File: config.mk
export PLATFORM = sky130hd
export DESIGN_NAME = isa_io_cycle_ctrl_flat
export DESIGN_NICKNAME = d
export VERILOG_FILES = /design/src/rtl/isa_bus_pkg.sv /design/src/rtl/isa_io_cycle_ctrl_if.sv /design/src/rtl/sync_2ff.sv /design/src/rtl/isa_io_cycle_ctrl.sv /design/src/flat_wrapper.sv
export SDC_FILE = /design/constraint.sdc
export NUM_CORES = 1
export LEC_CHECK = 0
export BUFFER_PORTS_ARGS = -buffer_cell sky130_fd_sc_hd__buf_4
export CORE_MARGIN = 5
export CORE_UTILIZATION = 49
export CTS_CLUSTER_DIAMETER = 100
export DETAILED_ROUTE_END_ITERATION = 8
export PLACE_DENSITY = 0.86
export SLEW_MARGIN = 20
export SYNTH_ARGS = -nofsm -noshare
export SYNTH_HDL_FRONTEND = slang
export SYNTH_HIERARCHICAL = 1
export SYNTH_SLANG_ARGS = --single-unit
File: constraint.sdc
create_clock -name clk -period 2.3 [get_ports clk]
set_input_delay 0.23 -clock clk [delete_from_list [all_inputs] [get_ports clk]]
set_output_delay 0.23 -clock clk [all_outputs]
set_load 0.05 [all_outputs]
File: src/rtl/isa_bus_pkg.sv
// Shared definitions for the ISA I/O cycle controller slice: bus widths,
// the cycle-sequencer state encoding and the value returned by a timed-out read.
package isa_bus_pkg;

  localparam int ISA_ADDR_W = 16;
  localparam int ISA_DATA_W = 16;

  // Read data reported when IOCHRDY never returns within the timeout window
  localparam logic [ISA_DATA_W-1:0] ISA_TIMEOUT_RDATA = 16'hFFFF;

  typedef enum logic [2:0] {
    ST_IDLE   = 3'd0,
    ST_SETUP  = 3'd1,
    ST_STROBE = 3'd2,
    ST_WAIT   = 3'd3,
    ST_HOLD   = 3'd4,
    ST_DONE   = 3'd5
  } isa_state_e;

  // Largest of the three phase lengths; sizes the shared phase down-counter
  function automatic int max_of3(input int a, input int b, input int c);
    int m;
    m = (a > b) ? a : b;
    return (m > c) ? m : c;
  endfunction

endpackage

File: src/rtl/isa_io_cycle_ctrl_if.sv
// HPS command/response handshake plus the ISA-side strobes and bus-interface
// load signals of the I/O cycle controller.
// slave  : the cycle controller itself.
// master : the HPS / ISA environment that issues commands and drives the pins.
interface isa_io_cycle_ctrl_if;
  import isa_bus_pkg::*;

  logic                  cmd_valid;
  logic                  cmd_ready;
  logic                  cmd_write;
  logic [ISA_ADDR_W-1:0] cmd_addr;
  logic [ISA_DATA_W-1:0] cmd_wdata;
  logic                  rsp_valid;
  logic [ISA_DATA_W-1:0] rsp_rdata;
  logic                  rsp_timeout;
  logic [ISA_ADDR_W-1:0] address_HPS;
  logic [ISA_DATA_W-1:0] data_HPS;
  logic                  address_load;
  logic                  data_load;
  logic                  IOW;
  logic                  IOR;
  logic                  AEN;
  logic                  iochrdy;
  logic [ISA_DATA_W-1:0] isa_data;

  modport slave (
    input  cmd_valid, cmd_write, cmd_addr, cmd_wdata, iochrdy, isa_data,
    output cmd_ready, rsp_valid, rsp_rdata, rsp_timeout,
    output address_HPS, data_HPS, address_load, data_load, IOW, IOR, AEN
  );

  modport master (
    output cmd_valid, cmd_write, cmd_addr, cmd_wdata, iochrdy, isa_data,
    input  cmd_ready, rsp_valid, rsp_rdata, rsp_timeout,
    input  address_HPS, data_HPS, address_load, data_load, IOW, IOR, AEN
  );

endinterface

File: src/rtl/sync_2ff.sv
// Two-flop synchronizer for a single asynchronous level (IOCHRDY).
// Output lags the input pin by two clk cycles; resets to 0 (not ready).
module sync_2ff (
  input  logic clk,
  input  logic reset,
  input  logic d,
  output logic q
);

  logic meta_r;
  logic sync_r;

  // Shift the pin level through two flops to settle metastability
  always_ff @(posedge clk or posedge reset) begin
    if (reset) begin
      meta_r <= 1'b0;
      sync_r <= 1'b0;
    end else begin
      meta_r <= d;
      sync_r <= meta_r;
    end
  end

  assign q = sync_r;

endmodule

File: src/rtl/isa_io_cycle_ctrl.sv
// ISA I/O cycle controller: accepts one HPS command at a time and sequences
// SETUP -> STROBE [-> WAIT] -> HOLD -> DONE, driving AEN, IOR/IOW and the
// address/data load pulses for the downstream bus interface stage.
// Optional feature macro: ISA_IOCHRDY_EN (IOCHRDY wait states + timeout).
// Without it, every cycle has fixed length and rsp_timeout is always 0.
module isa_io_cycle_ctrl
  import isa_bus_pkg::*;
#(
  parameter int SETUP_CYCLES   = 2,
  parameter int STROBE_CYCLES  = 8,
  parameter int HOLD_CYCLES    = 2,
  parameter int TIMEOUT_CYCLES = 1024
) (
  input logic clk,
  input logic reset,
  isa_io_cycle_ctrl_if.slave bus
);

  localparam int CNT_W = $clog2(max_of3(SETUP_CYCLES, STROBE_CYCLES, HOLD_CYCLES)) + 1;
  localparam logic [CNT_W-1:0] CNT_ZERO    = {CNT_W{1'b0}};
  localparam logic [CNT_W-1:0] CNT_ONE     = {{(CNT_W-1){1'b0}}, 1'b1};
  localparam logic [CNT_W-1:0] SETUP_LOAD  = CNT_W'(SETUP_CYCLES - 1);
  localparam logic [CNT_W-1:0] STROBE_LOAD = CNT_W'(STROBE_CYCLES - 1);
  localparam logic [CNT_W-1:0] HOLD_LOAD   = CNT_W'(HOLD_CYCLES - 1);

  isa_state_e            state_r;
  logic [CNT_W-1:0]      cnt_r;
  logic                  write_r;
  logic                  timeout_r;
  logic [ISA_ADDR_W-1:0] address_r;
  logic [ISA_DATA_W-1:0] data_r;
  logic                  address_load_r;
  logic                  data_load_r;
  logic                  iow_r;
  logic                  ior_r;
  logic                  aen_r;
  logic                  cmd_ready_r;
  logic                  rsp_valid_r;
  logic                  rsp_timeout_r;
  logic [ISA_DATA_W-1:0] rsp_rdata_r;

`ifdef ISA_IOCHRDY_EN
  localparam int WAIT_W = $clog2(TIMEOUT_CYCLES + 1);
  localparam logic [WAIT_W-1:0] WAIT_ZERO   = {WAIT_W{1'b0}};
  localparam logic [WAIT_W-1:0] WAIT_ONE    = {{(WAIT_W-1){1'b0}}, 1'b1};
  localparam logic [WAIT_W-1:0] WAIT_LIMIT  = WAIT_W'(TIMEOUT_CYCLES);

  logic              rdy_sync_s;
  logic [WAIT_W-1:0] wait_cnt_r;

  sync_2ff u_iochrdy_sync (
    .clk   (clk),
    .reset (reset),
    .d     (bus.iochrdy),
    .q     (rdy_sync_s)
  );
`else
  // IOCHRDY and the timeout length have no effect in the fixed-length build
  localparam int unused_timeout_cycles_p = TIMEOUT_CYCLES;
  logic unused_iochrdy_s;
  assign unused_iochrdy_s = bus.iochrdy;
`endif

  // Cycle sequencer: state, phase counter and every registered bus output
  always_ff @(posedge clk or posedge reset) begin
    if (reset) begin
      state_r        <= ST_IDLE;
      cnt_r          <= CNT_ZERO;
      write_r        <= 1'b0;
      timeout_r      <= 1'b0;
      address_r      <= {ISA_ADDR_W{1'b0}};
      data_r         <= {ISA_DATA_W{1'b0}};
      address_load_r <= 1'b0;
      data_load_r    <= 1'b0;
      iow_r          <= 1'b1;
      ior_r          <= 1'b1;
      aen_r          <= 1'b1;
      cmd_ready_r    <= 1'b0;
      rsp_valid_r    <= 1'b0;
      rsp_timeout_r  <= 1'b0;
      rsp_rdata_r    <= {ISA_DATA_W{1'b0}};
`ifdef ISA_IOCHRDY_EN
      wait_cnt_r     <= WAIT_ZERO;
`endif
    end else begin
      case (state_r)
        ST_IDLE: begin
          timeout_r     <= 1'b0;
          rsp_timeout_r <= 1'b0;
          if (bus.cmd_valid && cmd_ready_r) begin
            address_r      <= bus.cmd_addr;
            data_r         <= bus.cmd_wdata;
            write_r        <= bus.cmd_write;
            cmd_ready_r    <= 1'b0;
            aen_r          <= 1'b0;
            address_load_r <= 1'b1;
            data_load_r    <= bus.cmd_write;
            cnt_r          <= SETUP_LOAD;
            state_r        <= ST_SETUP;
          end else begin
            cmd_ready_r <= 1'b1;
          end
        end

        ST_SETUP: begin
          address_load_r <= 1'b0;
          data_load_r    <= 1'b0;
          if (cnt_r == CNT_ZERO) begin
            // Only the strobe matching the latched direction goes low
            iow_r   <= ~write_r;
            ior_r   <= write_r;
            cnt_r   <= STROBE_LOAD;
            state_r <= ST_STROBE;
          end else begin
            cnt_r <= cnt_r - CNT_ONE;
          end
        end

        ST_STROBE: begin
          if (cnt_r == CNT_ZERO) begin
            if (!write_r) begin
              rsp_rdata_r <= bus.isa_data;
            end
`ifdef ISA_IOCHRDY_EN
            if (rdy_sync_s) begin
              iow_r   <= 1'b1;
              ior_r   <= 1'b1;
              cnt_r   <= HOLD_LOAD;
              state_r <= ST_HOLD;
            end else begin
              // Device is stretching the cycle; keep the strobe low
              wait_cnt_r <= WAIT_ONE;
              state_r    <= ST_WAIT;
            end
`else
            iow_r   <= 1'b1;
            ior_r   <= 1'b1;
            cnt_r   <= HOLD_LOAD;
            state_r <= ST_HOLD;
`endif
          end else begin
            cnt_r <= cnt_r - CNT_ONE;
          end
        end

`ifdef ISA_IOCHRDY_EN
        ST_WAIT: begin
          if (rdy_sync_s) begin
            if (!write_r) begin
              rsp_rdata_r <= bus.isa_data;
            end
            iow_r   <= 1'b1;
            ior_r   <= 1'b1;
            cnt_r   <= HOLD_LOAD;
            state_r <= ST_HOLD;
          end else if (wait_cnt_r == WAIT_LIMIT) begin
            // Device never became ready: abandon the cycle with a flagged result
            timeout_r <= 1'b1;
            if (!write_r) begin
              rsp_rdata_r <= ISA_TIMEOUT_RDATA;
            end
            iow_r   <= 1'b1;
            ior_r   <= 1'b1;
            cnt_r   <= HOLD_LOAD;
            state_r <= ST_HOLD;
          end else begin
            wait_cnt_r <= wait_cnt_r + WAIT_ONE;
          end
        end
`endif

        ST_HOLD: begin
          if (cnt_r == CNT_ZERO) begin
            aen_r         <= 1'b1;
            rsp_valid_r   <= 1'b1;
            rsp_timeout_r <= timeout_r;
            state_r       <= ST_DONE;
          end else begin
            cnt_r <= cnt_r - CNT_ONE;
          end
        end

        ST_DONE: begin
          rsp_valid_r   <= 1'b0;
          rsp_timeout_r <= 1'b0;
          timeout_r     <= 1'b0;
          cmd_ready_r   <= 1'b1;
          state_r       <= ST_IDLE;
        end

        default: begin
          // Unreachable encoding: fall back to a safe idle bus
          iow_r          <= 1'b1;
          ior_r          <= 1'b1;
          aen_r          <= 1'b1;
          address_load_r <= 1'b0;
          data_load_r    <= 1'b0;
          rsp_valid_r    <= 1'b0;
          rsp_timeout_r  <= 1'b0;
          cmd_ready_r    <= 1'b0;
          state_r        <= ST_IDLE;
        end
      endcase
    end
  end

  assign bus.cmd_ready    = cmd_ready_r;
  assign bus.rsp_valid    = rsp_valid_r;
  assign bus.rsp_rdata    = rsp_rdata_r;
  assign bus.rsp_timeout  = rsp_timeout_r;
  assign bus.address_HPS  = address_r;
  assign bus.data_HPS     = data_r;
  assign bus.address_load = address_load_r;
  assign bus.data_load    = data_load_r;
  assign bus.IOW          = iow_r;
  assign bus.IOR          = ior_r;
  assign bus.AEN          = aen_r;

endmodule

File: src/flat_wrapper.sv
// flat-port wrapper written by rule: the top's interface ports become plain ports
module isa_io_cycle_ctrl_flat import isa_bus_pkg::*;
#(
  parameter int SETUP_CYCLES   = 2,
  parameter int STROBE_CYCLES  = 8,
  parameter int HOLD_CYCLES    = 2,
  parameter int TIMEOUT_CYCLES = 1024
)
  (clk, reset, bus_cmd_valid, bus_cmd_write, bus_cmd_addr, bus_cmd_wdata, bus_iochrdy, bus_isa_data, bus_cmd_ready, bus_rsp_valid, bus_rsp_rdata, bus_rsp_timeout, bus_address_HPS, bus_data_HPS, bus_address_load, bus_data_load, bus_IOW, bus_IOR, bus_AEN);
  isa_io_cycle_ctrl_if bus_i ();
  input logic clk;
  input logic reset;
  input wire logic [$bits(bus_i.cmd_valid)-1:0] bus_cmd_valid;
  input wire logic [$bits(bus_i.cmd_write)-1:0] bus_cmd_write;
  input wire logic [$bits(bus_i.cmd_addr)-1:0] bus_cmd_addr;
  input wire logic [$bits(bus_i.cmd_wdata)-1:0] bus_cmd_wdata;
  input wire logic [$bits(bus_i.iochrdy)-1:0] bus_iochrdy;
  input wire logic [$bits(bus_i.isa_data)-1:0] bus_isa_data;
  output wire logic [$bits(bus_i.cmd_ready)-1:0] bus_cmd_ready;
  output wire logic [$bits(bus_i.rsp_valid)-1:0] bus_rsp_valid;
  output wire logic [$bits(bus_i.rsp_rdata)-1:0] bus_rsp_rdata;
  output wire logic [$bits(bus_i.rsp_timeout)-1:0] bus_rsp_timeout;
  output wire logic [$bits(bus_i.address_HPS)-1:0] bus_address_HPS;
  output wire logic [$bits(bus_i.data_HPS)-1:0] bus_data_HPS;
  output wire logic [$bits(bus_i.address_load)-1:0] bus_address_load;
  output wire logic [$bits(bus_i.data_load)-1:0] bus_data_load;
  output wire logic [$bits(bus_i.IOW)-1:0] bus_IOW;
  output wire logic [$bits(bus_i.IOR)-1:0] bus_IOR;
  output wire logic [$bits(bus_i.AEN)-1:0] bus_AEN;
  assign bus_i.cmd_valid = bus_cmd_valid;
  assign bus_i.cmd_write = bus_cmd_write;
  assign bus_i.cmd_addr = bus_cmd_addr;
  assign bus_i.cmd_wdata = bus_cmd_wdata;
  assign bus_i.iochrdy = bus_iochrdy;
  assign bus_i.isa_data = bus_isa_data;
  assign bus_cmd_ready = bus_i.cmd_ready;
  assign bus_rsp_valid = bus_i.rsp_valid;
  assign bus_rsp_rdata = bus_i.rsp_rdata;
  assign bus_rsp_timeout = bus_i.rsp_timeout;
  assign bus_address_HPS = bus_i.address_HPS;
  assign bus_data_HPS = bus_i.data_HPS;
  assign bus_address_load = bus_i.address_load;
  assign bus_data_load = bus_i.data_load;
  assign bus_IOW = bus_i.IOW;
  assign bus_IOR = bus_i.IOR;
  assign bus_AEN = bus_i.AEN;
  isa_io_cycle_ctrl #(.SETUP_CYCLES(SETUP_CYCLES), .STROBE_CYCLES(STROBE_CYCLES), .HOLD_CYCLES(HOLD_CYCLES), .TIMEOUT_CYCLES(TIMEOUT_CYCLES)) u_core (.clk(clk), .reset(reset), .bus(bus_i));
endmodule
==> metrics.csv, run 1 <==
stage,metric,value,unit
yosys,avgSynthCellArea,14.02,sq um
sta,finalSetupTns,0,ns
routing,first_pass_iters,4,
yosys,synth_nets,257,
sta,tightest_slew,0.5696,ns
sta,slew_headroom,61.97,%
yosys,synth_ff_type,dfrtp_1,
sta,setup_viol,0,
hold_path,min_path_cells,2,
placed_design,routabilityCongestion,0.8020,
worst_setup_path,cp_data_arrival_time,2.07,ns
routing,drc,0,
clock_tree,cts_tree,yes,
hold_path,holdPathEnd,u_core/bus.data_HPS[4]$_DFFE_PP0P_,
floorplanning,fp.coreArea,5574,sq um
placed_design,pre_cts_ws,0.4884,ns
yosys,syn-instance-count,203,
global_route,grt_pass1_vias,2106,
sta,fin_worst_skew,0.005696,ns
clock_tree,cts_buffers,9,
global_route,grt.overflow.total,0,
routing,wl_per_cell,15.66,um
clock_tree,cts_setup_buffers,0,
layout,finalNetCount,368,
worst_setup_path,end_kind,flip-flop,
layout,drive_above_1_share,57.99,%
yosys,synth_area_leaders,"dfrtp_1 53%, mux2_4 15%, mux2_2 7.9%, dfstp_2 2.8%, buf_12 2.1%",
clock_tree,cts_root_buf,clkbuf_8,
floorplanning,start_util,51.07,%
hold_path,worstHoldStart,bus_cmd_wdata[4],
placed_design,portBuffers,106,
sta,setup_ws,0.4770,ns
placed_design,hpwlAfterDp,4440,um
yosys,netlist_area,2846,sq um
global_route,grt_max_degree,39,
worst_setup_path,reg2reg_to,u_core/cnt_r[1]$_DFFE_PP0P_,
yosys,yosysTopAreaCell,dfrtp_1,
sta,slew_viol_final,0,
pwr,ir_drop,0.8587,mV
worst_setup_path,worst_r2r_path_depth,5,
sta,finalCriticalPeriod,1.823,ns
worst_setup_path,startpoint_type,flip-flop,
floorplanning,die_y,86.22,um
floorplanning,ios,109,
routing,vias,2010,
floorplanning,die_w,86.22,um
sta,max_freq,0.5485,GHz
yosys,synth_common_cells,"60 x dfrtp_1, 29 x mux2_4, 20 x mux2_2, 10 x nor2_1, 9 x nand2_1",
layout,fillers,416,
global_route,antenna_found_initial,0,
worst_setup_path,reg2reg_from,u_core/cnt_r[0]$_DFFE_PP0P_,
yosys,ys_warn_count,6,
sta,period_share,79.26,%
worst_setup_path,r2r_setup_slack,0.48,ns
yosys,synthDistinctLibCells,43,
clock_tree,clock_sinks,63,
yosys,synth-edff-count,0,
floorplanning,fp.dieArea,7433,sq um
clock_tree,clkLatencyLatePin,0.33,ns
layout,area_growth,37.10,%
yosys,ys_seq_area_share,55.52,%
global_route,grt_pass1_wl,9887,um
outcome,status,"complete, no violations",
sta,rsz0062_at_grt,no,
sta,hold_slack,0.1302,ns
layout,fin_util,70.01,%
yosys,yosysMostFrequentCell,dfrtp_1,
run,maxCapViolCount,0,
pwr,leakagePower,1.976,nW
sta,finalHoldViolations,0,
clock_tree,cts_buffer_depth,2,
clock_tree,h-tree-depth,3,
worst_setup_path,cp.required,2.55,ns
worst_setup_path,path_class,reg -> reg,
routing,drt_iter0_drc,70,
pwr,powerDensity,1743,nW/um^2
routing,drt_wl_total,6125,um
worst_setup_path,crit_path_max_fanout,9,
routing,ant_nets,0,
global_route,grt_usage,17.14,%
floorplanning,rows,27,
yosys,synthArstFlopShare,100.0,%
clock_tree,cts.clk_slew.worst_paths,0.06,ns
layout,antenna_cells,0,
routing,routed_via_density,5.141,
yosys,synth.top_cell.area_share,52.75,%
yosys,ys_ff_latch,63,
hold_path,hold_path.class,in -> reg,
## routing by layer
layer	vias up	part of all wire (%)	track usage, %
met5	-	0	0
met3	7	12	6.939
met4	0	0.91	7.224
met1	968	41	21.95
li1	937	-	-
met2	98	46	25.86
## area by class of cell
| type | instances | area, sq um | area share (%) |
|---|---|---|---|
| clock buffer | 13 | 168.9 | 4.328 |
| clock inverter | 3 | 40.04 | 1.026 |
| inverter | 6 | 22.52 | 0.5771 |
| multi-input combinational | 121 | 1125 | 28.82 |
| sequential | 63 | 1580 | 40.49 |
| tap | 72 | 90.09 | 2.308 |
| timing repair buffer | 113 | 875.8 | 22.44 |
## state kept, by name, summed over array words and instances, names as in the netlist
register                 flops
u_core/bus.rsp_valid         1
u_core/bus.data_load         1
u_core/bus.address_load      1
u_core/bus.rsp_rdata        16
u_core/write_r               1
u_core/bus.IOW               1
u_core/cnt_r                 4
u_core/state_r               3
u_core/bus.data_HPS         16
u_core/bus.address_HPS      16
u_core/bus.AEN               1
u_core/bus.IOR               1
u_core/bus.cmd_ready         1
## how the worst max path moves through the flow
stage	cells past startpoint	start	to	slack, ns
after floorplan	1	reset	u_core/bus.address_HPS[0]$_DFFE_PP0P_	0.51
after global placement	5	u_core/cnt_r[0]$_DFFE_PP0P_	u_core/cnt_r[1]$_DFFE_PP0P_	0.49
after detailed placement	5	u_core/cnt_r[0]$_DFFE_PP0P_	u_core/cnt_r[1]$_DFFE_PP0P_	0.49
after CTS	5	u_core/cnt_r[0]$_DFFE_PP0P_	u_core/cnt_r[1]$_DFFE_PP0P_	0.48
after global routing	5	u_core/cnt_r[0]$_DFFE_PP0P_	u_core/cnt_r[1]$_DFFE_PP0P_	0.34
final	5	u_core/cnt_r[0]$_DFFE_PP0P_	u_core/cnt_r[1]$_DFFE_PP0P_	0.48
## cells in the final DEF (no fill, tap or decap), types with 2 or more instances in the layout
| cell type | count |
|---|---|
| nor2_1 | 10 |
| o21ai_0 | 7 |
| o22ai_1 | 3 |
| dfstp_2 | 3 |
| clkbuf_8 | 12 |
| xnor2_1 | 2 |
| clkinv_2 | 2 |
| nand3b_1 | 3 |
| buf_12 | 2 |
| mux2_4 | 29 |
| a21oi_1 | 7 |
| mux2_2 | 20 |
| buf_4 | 110 |
| nor4b_1 | 2 |
| nor2b_1 | 2 |
| dfrtp_1 | 60 |
| inv_1 | 5 |
| nand2_1 | 9 |
| a211oi_1 | 2 |
| o21a_1 | 2 |
| nor3_1 | 2 |
| a22o_1 | 2 |
## critical path: stages (launching register included)
cell and delay (ns):
dfrtp_1 0.38, inv_1 0.07, ha_1 0.18, or3b_1 0.51
a311oi_2 0.39, mux2i_1 0.21
## where the power goes
group	switching [W]	internal (W)	total, W
sequential	0.000330	0.00163	0.00196
combinational	0.00237	0.00149	0.00386
clock	0.000395	0.000586	0.000981
## kinds of logic (layout without fill, tap and decap cells)
| family | Yosys count | after routing | share of synthesized area [%] |
|---|---|---|---|
| compound gates | 28 | 28 | 6.549 |
| xor+xnor | 2 | 2 | 0.6155 |
| fa+ha+maj | 1 | 1 | 0.4395 |
| buf+inv | 19 | 135 | 4.967 |
| flops | 63 | 63 | 55.52 |
| mux | 50 | 50 | 23.56 |
| other cells | 1 | 1 | 0.1317 |
| simple gates | 39 | 39 | 8.221 |
## stage by stage
step           total power, W  std cells  area (sq um)
6_report             0.006803        391          3902
5_1_grt              0.007188        391          3902
4_1_cts              0.006869        391          3902
3_5_place_dp         0.005856        374          3684
3_3_place_gp         0.005765        374          3684
2_1_floorplan        0.004852        203          2846
## what timing repair did
item	in CTS	in global routing
hold buffers	1	0
hold endpoints to repair	25	0
gates resized for setup	0	0
Note: power is estimated with default switching activity, not from simulation.
==> run 2: changes to the inputs <==
--- a/config.mk
+++ b/config.mk
@@ -5,9 +5,10 @@
 export SDC_FILE = /design/constraint.sdc
 export NUM_CORES = 1
 export LEC_CHECK = 0
+export ABC_AREA = 1
 export BUFFER_PORTS_ARGS = -buffer_cell sky130_fd_sc_hd__buf_4
 export CORE_MARGIN = 5
-export CORE_UTILIZATION = 49
+export CORE_UTILIZATION = 48
 export CTS_CLUSTER_DIAMETER = 100
 export DETAILED_ROUTE_END_ITERATION = 8
 export PLACE_DENSITY = 0.86
==> constraint.sdc (replaced) <==
create_clock -name clk -period 1.7 [get_ports clk]
set_input_delay 0.17 -clock clk [delete_from_list [all_inputs] [get_ports clk]]
set_output_delay 0.17 -clock clk [all_outputs]
set_load 0.05 [all_outputs]
==> metrics.csv, run 2 <==
stage,metric,value,unit,change
routing,routed_via_density,4.723,,-8.1%
yosys,synth_common_cells,"159 x nand2_1, 60 x dfrtp_1, 31 x inv_1, 17 x o21ai_0",,
worst_setup_path,r2r_setup_slack,0.1,ns,-0.38 ns
placed_design,routabilityCongestion,0.9006,,+12%
layout,antenna_cells,0,,unchanged
layout,fin_util,69.91,%,-0.098 points
pwr,ir_drop,1.374,mV,+60%
worst_setup_path,reg2reg_from,u_core/cnt_r[0]$_DFFE_PP0P_,,
yosys,synth-edff-count,0,,unchanged
yosys,ys_seq_area_share,59.05,%,+3.5 points
yosys,synth-compound-area-share,4.488,%,-2.1 points
layout,fillers,451,,+8.4%
worst_setup_path,path_class,reg -> reg,,
clock_tree,cts_buffers,9,,unchanged
sta,max_freq,0.6234,GHz,+14%
floorplanning,start_util,48.90,%,-2.2 points
worst_setup_path,worst_r2r_path_depth,6,,+1
worst_setup_path,critical_path.startpoint,u_core/cnt_r[0]$_DFFE_PP0P_,,
yosys,netlist_area,2676,sq um,-6.0%
layout,multi_input_area,937.1,sq um,-17%
clock_tree,cts_root_buf,clkbuf_8,,
routing,drt_wl_total,6656,um,+8.7%
yosys,synthDistinctLibCells,19,,-56%
layout,finalNetCount,493,,+34%
floorplanning,ios,109,,unchanged
clock_tree,cts.clk_slew.worst_paths,0.07,ns,about the same
yosys,synth_nets,381,,+48%
pwr,total_power,0.009088,W,+34%
sta,finalHoldViolations,0,,unchanged
worst_setup_path,reg2reg_to,u_core/bus.rsp_rdata[14]$_DFFE_PP0P_,,
yosys,synthMuxAreaShare,0,%,-24 points
yosys,ys_warn_count,6,,unchanged
placed_design,hpwlAfterDp,4668,um,+5.1%
worst_setup_path,cp.required,1.90,ns,-0.65 ns
placed_design,portBuffers,106,,unchanged
sta,finalCriticalPeriod,1.604,ns,-0.2190 ns
routing,drt_iter0_drc,166,,+140%
layout,fin_cells,516,,+32%
yosys,synth.top_cell.area_share,56.10,%,+3.4 points
outcome,status,"complete, no violations",,
routing,vias,2437,,+21%
layout,regArea,1580,sq um,unchanged
global_route,grt.overflow.total,0,,unchanged
sta,setup_viol,0,,unchanged
routing,first_pass_iters,4,,unchanged
sta,slew_viol_final,0,,unchanged
yosys,synthAdderAreaFrac,0.4675,%,+0.028 points
yosys,yosys.area_share.simple,29.13,%,+21 points
pwr,powerDensity,2375,nW/um^2,+36%
yosys,syn-instance-count,327,,+61%
yosys,synth_top_family_by_area,simple AND/OR/NAND/NOR gates,,
clock_tree,h-tree-depth,3,,unchanged
worst_setup_path,crit_end,u_core/bus.rsp_rdata[14]$_DFFE_PP0P_,,
yosys,synthArstFlopShare,100.0,%,unchanged
sta,slew_headroom,64.95,%,+3.0 points
placed_design,pre_cts_ws,0.07302,ns,-0.4153 ns
global_route,antenna_found_initial,0,,unchanged
yosys,avgSynthCellArea,8.184,sq um,-42%
sta,fin_worst_skew,0.01073,ns,+0.005036 ns
sta,setup_ws,0.09600,ns,-0.3810 ns
yosys,yosysTopAreaCell,dfrtp_1,,
floorplanning,fp.coreArea,5473,sq um,-1.8%
floorplanning,die_y,84.67,um,-1.8%
clock_tree,cts_setup_buffers,0,,unchanged
placed_design,placed_cells,498,,+33%
global_route,grt_max_degree,64,,+64%
hold_path,hold_path.class,in -> reg,,
worst_setup_path,crit_path_max_fanout,16,,+7
floorplanning,die_w,84.67,um,-1.8%
worst_setup_path,cp_data_arrival_time,1.81,ns,-0.26 ns
layout,final_cell_mix,"158 x nand2_1, 106 x buf_4, 60 x dfrtp_1",,
worst_setup_path,end_kind,flip-flop,,
clock_tree,clock_sinks,63,,unchanged
floorplanning,fp.dieArea,7169,sq um,-3.6%
yosys,synth_area_leaders,"dfrtp_1 56%, nand2_1 22%, inv_1 4.3%, o21ai_0 3.2%, dfstp_2 2.9%",,
layout,drive_above_1_share,32.88,%,-25 points
run,maxCapViolCount,0,,unchanged
global_route,grt_pass1_wl,10850,um,+9.8%
yosys,synth_xor_area_share,0,%,-0.62 points
clock_tree,clkLatencyLatePin,0.33,ns,about the same
routing,ant_nets,0,,unchanged
pwr,leakagePower,2.140,nW,+8.3%
floorplanning,rows,27,,unchanged
global_route,grt_pass1_vias,2378,,+13%
layout,area_growth,42.96,%,
worst_setup_path,startpoint_type,flip-flop,,
yosys,yosysMostFrequentCell,nand2_1,,
routing,drc,0,,unchanged
layout,layout_commonest_cell,nand2_1,,
sta,tightest_slew,0.5249,ns,-0.04464 ns
yosys,ys_ff_latch,63,,unchanged
routing,wl_per_cell,12.90,um,-18%
global_route,grt_usage,18.72,%,+1.6 points
sta,period_share,94.35,%,+15 points
clock_tree,cts_buffer_depth,2,,unchanged
clock_tree,cts_tree,yes,,
yosys,synth_ff_type,dfrtp_1,,
[run 2: cell count changes after synthesis, sizes merged, moves of 3 or more]
| cell | change |
|---|---|
| a21oi | -6 |
| clkbuf | -4 |
| inv | +28 |
| mux2 | -49 |
| nand2 | +151 |
| nand3 | +16 |
| nand3b | -3 |
| nor2 | +7 |
| o21ai | +16 |
| o22ai | -3 |
[run 2: report_power, final]
part           leakage (nW)  total (W)  internal [W]  switching (W)
clock network        0.0956    0.00128      0.000679       0.000600
registers             0.769    0.00266       0.00223       0.000434
logic                  1.28    0.00515       0.00148        0.00367
total                  2.14    0.00909       0.00439        0.00470
[run 2: worst max-delay path, cell delays in order, from the launching register on]
cell and delay (ns):
dfrtp_1 0.40, inv_2 0.09, ha_2 0.22, nand3_2 0.15
nor3_4 0.30, clkbuf_16 0.22, o21ai_0 0.09
[run 2: stage by stage]
stage	cell area, sq um	setup TNS, ns	hold WS [ns]
floorplan	2680	0	0.2866
global placement	3573	0	0.2896
detailed placement	3573	0	0.2893
CTS	3780	0	0.02432
global route	3826	-0.005029	0.01956
finish	3826	0	0.03626
[run 2: how the worst min path moves through the flow]
stage                                 start                                      to  slack, ns  cells past startpoint
after floorplan                       reset   u_core/bus.address_HPS[0]$_DFFE_PP0P_       0.29                      1
after global placement                reset  u_core/bus.address_HPS[14]$_DFFE_PP0P_       0.29                      3
after detailed placement              reset  u_core/bus.address_HPS[14]$_DFFE_PP0P_       0.29                      3
after CTS                   bus_cmd_addr[8]   u_core/bus.address_HPS[8]$_DFFE_PP0P_       0.02                      3
after global routing       bus_cmd_wdata[0]      u_core/bus.data_HPS[0]$_DFFE_PP0P_       0.02                      3
final                     bus_cmd_wdata[10]     u_core/bus.data_HPS[10]$_DFFE_PP0P_       0.04                      3
[run 2: cell families after synthesis]
family,after synthesis
other cells,1
compound gates,24
buf+inv,44
fa+ha+maj,1
flops,63
simple gates,194
[run 2: repair_timing]
action / CTS / global route
hold endpoints to repair: 60 / 0
gates resized for setup: 0 / 7
hold buffers: 1 / 0
endpoints found under the setup margin: 0 / 25
[run 2: metal layers]
layer	GRT usage, %	share of wire (%)	vias to the layer above
met5	0	0	-
met4	6.331	1.0	0
met3	5.888	7.4	7
met2	31.81	51	89
met1	22.50	41	1129
li1	-	-	1212
[run 2: cell type report]
type | count | area share, %
well taps | 72 | 2.354
inverters | 34 | 3.434
multi-input cells | 220 | 24.49
repair buffers | 111 | 23.28
clock inverters | 7 | 1.897
flip-flops and latches | 63 | 41.30
clock buffers | 9 | 3.237
